**src/rtl/press_history_pkg.sv**
```systemverilog
// Shared constants and helpers for the press_history code-entry block.
package press_history_pkg;

  localparam int DEF_WIDTH = 4;
  localparam int DEF_DEPTH = 4;

  // Bits needed to hold a slot count from 0 up to and including depth.
  function automatic int count_width(input int depth);
    return $clog2(depth + 1);
  endfunction

endpackage

```
**src/rtl/press_history_if.sv**
```systemverilog
// Button-press input channel for press_history.
interface press_history_if #(
  parameter int WIDTH = 4
);
  // press_valid high for one cycle delivers one press; there is no ready, the
  // block accepts every press it sees. press_code only matters while valid.
  logic             press_valid;
  logic [WIDTH-1:0] press_code;

  modport master (output press_valid, output press_code);
  modport slave  (input  press_valid, input  press_code);
endinterface

```
**src/rtl/press_history_reg_en.sv**
```systemverilog
// One history slot: register with load enable, synchronous clear and async reset.
module reg_en #(
  parameter int WIDTH = 4
) (
  input  logic             clk,
  input  logic             reset_n,
  input  logic             en,
  input  logic             clr,
  input  logic [WIDTH-1:0] d,
  output logic [WIDTH-1:0] q
);

  // Clear wins over a load so an entry that completes and auto-clears ends empty.
  always_ff @(posedge clk or negedge reset_n) begin
    if (!reset_n) begin
      q <= '0;
    end else if (clr) begin
      q <= '0;
    end else if (en) begin
      q <= d;
    end
  end

endmodule

```
**src/rtl/press_history.sv**
```systemverilog
// Shift-register history of button presses, compared against a target combo
// each time an entry of DEPTH presses completes.
module press_history
  import press_history_pkg::*;
#(
  parameter int WIDTH      = DEF_WIDTH,
  parameter int DEPTH      = DEF_DEPTH,
  parameter int AUTO_CLEAR = 1,
  localparam int CW        = count_width(DEPTH)
) (
  input  logic                   clk,
  input  logic                   reset_n,
  input  logic                   clear,
  press_history_if.slave         press,
  input  logic [DEPTH*WIDTH-1:0] combo,
  output logic [DEPTH*WIDTH-1:0] history,
  output logic [CW-1:0]          count,
  output logic                   full,
  output logic                   match,
  output logic                   fail
);

  logic                   accept;
  logic                   complete;
  logic                   slot_clr;
  logic [CW-1:0]          post_count;
  logic [DEPTH*WIDTH-1:0] next_hist;

  always_comb begin
    accept     = press.press_valid && !clear;
    post_count = (count == CW'(DEPTH)) ? count : count + CW'(1);
    complete   = accept && (post_count == CW'(DEPTH));
    next_hist  = {history[(DEPTH-1)*WIDTH-1:0], press.press_code};
    slot_clr   = clear || (complete && (AUTO_CLEAR != 0));
  end

  for (genvar i = 0; i < DEPTH; i++) begin : g_slot
    reg_en #(.WIDTH(WIDTH)) u_slot (
      .clk     (clk),
      .reset_n (reset_n),
      .en      (accept),
      .clr     (slot_clr),
      .d       (next_hist[i*WIDTH +: WIDTH]),
      .q       (history[i*WIDTH +: WIDTH])
    );
  end

  // Comparison uses the post-shift history, i.e. the entry as it completes.
  always_ff @(posedge clk or negedge reset_n) begin
    if (!reset_n) begin
      count <= '0;
      full  <= 1'b0;
      match <= 1'b0;
      fail  <= 1'b0;
    end else begin
      match <= complete && (next_hist == combo);
      fail  <= complete && (next_hist != combo);
      if (slot_clr) begin
        count <= '0;
        full  <= 1'b0;
      end else if (accept) begin
        count <= post_count;
        full  <= (post_count == CW'(DEPTH));
      end
    end
  end

endmodule

```
**src/flat_wrapper.sv**
```systemverilog
// flat-port wrapper written by rule: the top's interface ports become plain ports
module press_history_flat import press_history_pkg::*;
#(
  parameter int WIDTH      = DEF_WIDTH,
  parameter int DEPTH      = DEF_DEPTH,
  parameter int AUTO_CLEAR = 1,
  localparam int CW        = count_width(DEPTH)
)
  (clk, reset_n, clear, combo, history, count, full, match, fail, press_press_valid, press_press_code);
  press_history_if #(.WIDTH(WIDTH)) press_i ();
  input  logic clk;
  input  logic reset_n;
  input  logic clear;
  input  logic [DEPTH*WIDTH-1:0] combo;
  output logic [DEPTH*WIDTH-1:0] history;
  output logic [CW-1:0] count;
  output logic full;
  output logic match;
  output logic fail;
  input wire logic [$bits(press_i.press_valid)-1:0] press_press_valid;
  input wire logic [$bits(press_i.press_code)-1:0] press_press_code;
  assign press_i.press_valid = press_press_valid;
  assign press_i.press_code = press_press_code;
  press_history #(.WIDTH(WIDTH), .DEPTH(DEPTH), .AUTO_CLEAR(AUTO_CLEAR)) u_core (.clk(clk), .reset_n(reset_n), .clear(clear), .press(press_i), .combo(combo), .history(history), .count(count), .full(full), .match(match), .fail(fail));
endmodule
```
**config.mk**
```make
export PLATFORM = sky130hd
export DESIGN_NAME = press_history_flat
export DESIGN_NICKNAME = d
export VERILOG_FILES = /design/src/rtl/press_history_pkg.sv /design/src/rtl/press_history_if.sv /design/src/rtl/press_history_reg_en.sv /design/src/rtl/press_history.sv /design/src/flat_wrapper.sv
export SDC_FILE = /design/constraint.sdc
export NUM_CORES = 1
export LEC_CHECK = 0
export BUFFER_PORTS_ARGS = -buffer_cell sky130_fd_sc_hd__buf_2
export CORE_AREA = 4 4 64 66
export CTS_CLUSTER_DIAMETER = 200
export DETAILED_ROUTE_END_ITERATION = 6
export DIE_AREA = 0 0 68 70
export SETUP_SLACK_MARGIN = 0.1
export SYNTH_ARGS = -nofsm -noshare
export SYNTH_HDL_FRONTEND = slang
export SYNTH_SLANG_ARGS = --single-unit
export TNS_END_PERCENT = 20
```
**constraint.sdc**
```tcl
create_clock -name clk -period 2.7 [get_ports clk]
set_input_delay 0.27 -clock clk [delete_from_list [all_inputs] [get_ports clk]]
set_output_delay 0.27 -clock clk [all_outputs]
set_load 0.005 [all_outputs]
```
=== Word level (Yosys, flattened, before mapping) ===
Cells that the tools add are included.

* Register bits: 22
* Word-level logic and storage cells: 33

* $add $sub $neg: 1
* Equal/unequal tests: 4
* Multiplexer cells: 13
* Reductions and logical operators: 7

{| class="wikitable"
|+ Operators with widths
! operator !! count
|-
| 4-bit two-way mux || 8
|-
| 16-bit == test || 1
|-
| 16-bit != test || 1
|-
| 3-bit two-way mux || 3
|-
| 3-bit == test (second input constant) || 2
|-
| 1-bit logical AND || 4
|-
| 3-bit by 1-bit adder with 3-bit output (second input constant) || 1
|-
| 1-bit two-way mux || 2
|-
| 2-bit nonzero test || 1
|-
| 1-bit logical NOT || 1
|-
| 1-bit logical OR || 1
|}

=== Longest topological paths before layout ===
* Word-level depth: 6
* Depth in mapped cells: 7
* Depth with buffers taken out: 6

=== Hierarchy ===
From an unflattened synthesis, not the netlist that was laid out.

* Cells, all modules: 107
* Area, all modules: 1154.9 um^2

{| class="wikitable"
|+ By module, submodules not included
! module !! instances !! cells each !! area an instance (um^2) !! seq. area each (um^2)
|-
| reg_en || 4 || 13 || 160.2 || 100.1
|-
| press_history || 1 || 55 || 514.2 || 150.1
|}

=== Least setup slack after synthesis ===
OpenSTA, ideal clock, no wires.

* Path kind: register -> register
* Start point: register u_core.count[0]
* End point: register u_core.g_slot[0].u_slot.q[0]
* Library setup time: 0.121 ns
* Data arrival time: 1.820 ns
* Required time: 2.579 ns
* Setup slack: 0.759 ns
* Stages on the path, launching flop included: 8
* Period minus slack after synthesis: 1.941 ns
* Cell sequence: dfrtp_1 -> inv_1 -> ha_1 -> or3b_1 -> a311oi_2 -> nor3b_2 -> buf_6 -> a22o_1

* Cells in the longest elaborated chain, start to end: 6

{| class="wikitable"
|+ RTL lines
! what !! line !! source
|-
| from (decl) || press_history.sv:17 || <nowiki>output logic [CW-1:0] count,</nowiki>
|-
| from (signal assigned) || press_history.sv:62 || <nowiki>count <= post_count;</nowiki>
|-
| 3-bit by 1-bit adder with 3-bit output / 3-bit == test (equally long branches) || press_history.sv:31 || <nowiki>post_count = (count == CW'(DEPTH)) ? count : count + CW'(1);</nowiki>
|-
| 3-bit two-way mux (*) || press_history.sv:31 ||
|-
| 3-bit == test (*) || press_history.sv:32 || <nowiki>complete = accept && (post_count == CW'(DEPTH));</nowiki>
|-
| 1-bit logical AND (*) || press_history.sv:32 ||
|-
| 1-bit logical OR (*) || press_history.sv:34 || <nowiki>slot_clr = clear || (complete && (AUTO_CLEAR != 0));</nowiki>
|-
| 4-bit two-way mux / 2-bit nonzero test (equally long branches) || - ||
|-
| to (signal assigned) || press_history_reg_en.sv:16 || <nowiki>q <= '0;</nowiki>
|-
| to (signal assigned) || press_history_reg_en.sv:18 || <nowiki>q <= '0;</nowiki>
|-
| to (signal assigned) || press_history_reg_en.sv:20 || <nowiki>q <= d;</nowiki>
|-
| to (decl) || press_history_reg_en.sv:10 || <nowiki>output logic [WIDTH-1:0] q</nowiki>
|}

Mark *: on every way between the ends. The rest lies on a longest branch, timed or not.
A chain may end at the register's enable or synchronous reset.

=== Worst setup path in the final report ===
* Start point: register u_core.count[0]
* End point: register u_core.g_slot[3].u_slot.q[3]

* Cells in the longest elaborated chain, start to end: 6

{| class="wikitable"
|+ RTL lines
! what !! line
|-
| 3-bit by 1-bit adder with 3-bit output / 3-bit == test (equally long branches) || press_history.sv:31
|-
| 3-bit two-way mux (*) || press_history.sv:31
|-
| 3-bit == test (*) || press_history.sv:32
|-
| 1-bit logical AND (*) || press_history.sv:32
|-
| 1-bit logical OR (*) || press_history.sv:34
|-
| 4-bit two-way mux / 2-bit nonzero test (equally long branches) || -
|-
| to (signal assigned) || press_history_reg_en.sv:16
|-
| to (signal assigned) || press_history_reg_en.sv:18
|-
| to (signal assigned) || press_history_reg_en.sv:20
|-
| to (decl) || press_history_reg_en.sv:10
|}

Marks and branches as above.

==> results.sh <==
export IMPL_grt_max_degree=23
export IMPL_synth_cell_type_count=23
export IMPL_die_h_um=70
export IMPL_drive_above_1_share_pct=38.5
export IMPL_cts_resized=0
export IMPL_synthCells=87
export IMPL_power_leakage_nw=0.753
export IMPL_holdPathStages=2
export IMPL_min_from="press_press_code[0]"
export IMPL_critPathMaxFanout=16
export IMPL_clk_path_buf_depth=2
export IMPL_rows=22
export IMPL_cp_arrival_ns=2.43
export IMPL_dp_hpwl_um=1950
export IMPL_fin_setup_tns_ns=0
export IMPL_hold_end="u_core.g_slot[0].u_slot.q[0]"
export IMPL_ys_seq_area_share_pct=52.3
export IMPL_grt_ovfl_total=0
export IMPL_postLayoutSetupSlackWorst_ns=0.528
export IMPL_detail_route_antenna_nets=0
export IMPL_critPathLaunchType="flop"
export IMPL_grt_pass1_wl_um=4150
export IMPL_critPathCaptureType="flop"
export IMPL_final_nets=162
export IMPL_io_buffers=45
export IMPL_insertion_delay_ns=0.31
export IMPL_hold_viol_final=0
export IMPL_firstDrtPassIters=2
export IMPL_vias=859
export IMPL_period_share_pct=80.5
export IMPL_antenna_found_initial=0
export IMPL_synth_area_leader_cell="dfrtp_1"
export IMPL_grt_util_met1_pct=14.7
export IMPL_viasPerCell=4.69
export IMPL_syn_num_nets=113
export IMPL_crit_type="flop to flop"
export IMPL_rr_startpoint="u_core.count[0]"
export IMPL_track_usage_pct=11.4
export IMPL_power_total_mw=0.713
export IMPL_ys_ff_latch=22
export IMPL_finalMaxSlewViolations=0
export IMPL_use_met3_pct=4.02
export IMPL_cts_buffers=3
export IMPL_clk_pin_slew_ns=0.13
export IMPL_fin_skew_ns=0.00651
export IMPL_grt_pass1_vias=924
export IMPL_post_cts_buffers=0
export IMPL_globalplace_congestion=0.793
export IMPL_synth_avg_cell_area_sq_um=12.1
export IMPL_timing_final_crit_period_ns=2.17
export IMPL_cts_tree="built"
export IMPL_maxCapViolCount=0
export IMPL_r2r_setup_slack_ns=0.53
export IMPL_die_w_um=68
export IMPL_busiest_layer="met2"
export IMPL_r2r_end="u_core.g_slot[3].u_slot.q[3]"
export IMPL_rr_worst_depth=6
export IMPL_status="completed"
export IMPL_yosysTopAreaCellShare_pct=52.3
export IMPL_vdd_drop_max_mv=0.253
export IMPL_drt_iter0_drc=8
export IMPL_pre_cts_slack_ns=0.550
export IMPL_start_util_pct=29.4
export IMPL_worst_endpoint_required_ns=2.95
export IMPL_finalHoldWorstSlack_ns=0.187
export IMPL_min_path_type="input pin to flop"
export IMPL_fin_cells=183
export IMPL_wl_per_cell_um=13.8
export IMPL_area_growth_pct=31.9
export IMPL_antennaDiodeCount=0
export IMPL_rsz0062_at_grt="false"
export IMPL_root_buffer="clkbuf_4"
export IMPL_core_area_sq_um=3580
export IMPL_max_freq_ghz=0.460
export IMPL_dieArea_sq_um=4760
export IMPL_io_pins=46
export IMPL_report_final_setup_viol=0
export IMPL_htreeDepth=1
export IMPL_yosys_warnings=0
export IMPL_synth_area_sq_um=1050
export IMPL_dp_cells=178
export IMPL_drt_total_wl_um=2530
export IMPL_synthTopCellsByArea="dfrtp_1, a22o_1, xor2_1"
export IMPL_slew_headroom_pct=34.9
export IMPL_powerDensity_nw_per_um2=513
export IMPL_worst_pin_slew_ns=0.972
export IMPL_clock_sink_count=22
export IMPL_use_met2_pct=17.2
export IMPL_drc=0
-- worst max-delay path: stages (launching register included) --
cell and delay, ns:
dfrtp_1 0.44, inv_1 0.14, ha_1 0.22, or3b_1 0.15
a311oi_2 0.12, nor3b_2 0.80, a22o_1 0.24
-- cells by family after synthesis --
group / count (synthesis) / synth area share [%]
compound gates: 21 / 17.0
xor+xnor: 18 / 15.0
fa+ha+maj: 2 / 2.37
buf+inv: 5 / 2.49
flops: 22 / 52.3
mux: 1 / 0.950
simple gates: 18 / 9.98
-- per-stage QoR --
stage	area (sq um)	utilization, %
CTS	1390	38.8
finish	1390	38.8
global placement	1330	37.1
detailed placement	1330	37.1
floorplan	1050	-
global route	1390	38.8
-- cell usage after synthesis --
master     n
mux2i_1    1
nand3b_1   1
a21oi_1    2
nand2b_1   1
dfrtp_1   22
or3b_1     1
ha_1       2
buf_6      1
inv_1      2
nand2_1    3
nand4_1    1
nor4_1     4
a211oi_1   1
nor2_1     4
a311oi_2   1
nor2b_1    1
and2_1     1
o22ai_1    1
a22o_1    16
xor2_1    16
xnor2_1    2
clkbuf_1   2
nor3b_2    1
-- report_power, final --
part,switching (mW),leakage [nW],internal (mW)
combinational,0.0554,0.422,0.0493
sequential,0.0129,0.303,0.340
clock,0.105,0.0279,0.150
total,0.174,0.753,0.540
-- per-layer routing --
layer / vias up / part of all wire, %
met5: - / 0
met4: 0 / 1.1
met3: 4 / 8.0
met2: 31 / 46
met1: 415 / 45
li1: 409 / -
-- repair_timing --
| item | in CTS | in global routing |
|---|---|---|
| hold buffers | 1 | 0 |
| endpoints found under the setup margin | 0 | 0 |
| endpoints found under the hold margin | 22 | 0 |
-- area by class of cell --
cell class | instances | area (sq um)
fillers | 397 | 2190
flip-flops and latches | 22 | 551
multi-input cells | 60 | 477
repair buffers | 47 | 243
well taps | 48 | 60.1
clock inverters | 1 | 30.0
clock buffers | 3 | 22.5
inverters | 2 | 7.51
-- placed cells by master, fill, tap and decap left out, types with 2 or more instances in the layout --
master / count
a21oi_1: 2
a22o_1: 16
buf_2: 45
clkbuf_4: 3
dfrtp_1: 22
ha_1: 2
inv_1: 2
nand2_1: 3
nor2_1: 4
nor4_1: 4
xnor2_1: 2
xor2_1: 16
-- worst max path at each step --
stage	start	to	slack, ns	depth (start not counted)
floorplan	u_core.count[0]	u_core.g_slot[0].u_slot.q[0]	0.76	7
global placement	u_core.count[0]	u_core.g_slot[3].u_slot.q[2]	0.62	6
detailed placement	u_core.count[0]	u_core.g_slot[2].u_slot.q[2]	0.55	6
CTS	u_core.count[0]	u_core.g_slot[3].u_slot.q[3]	0.53	6
global route	u_core.count[0]	u_core.g_slot[3].u_slot.q[3]	0.35	6
finish	u_core.count[0]	u_core.g_slot[3].u_slot.q[3]	0.53	6
-- state kept, by name (all words and copies together) (netlist names) --
register and cells:
u_core.g_slot.u_slot.q 16, u_core.count 3, u_core.match 1, u_core.full 1
u_core.fail 1
Note: power is estimated with default switching activity, not from simulation.
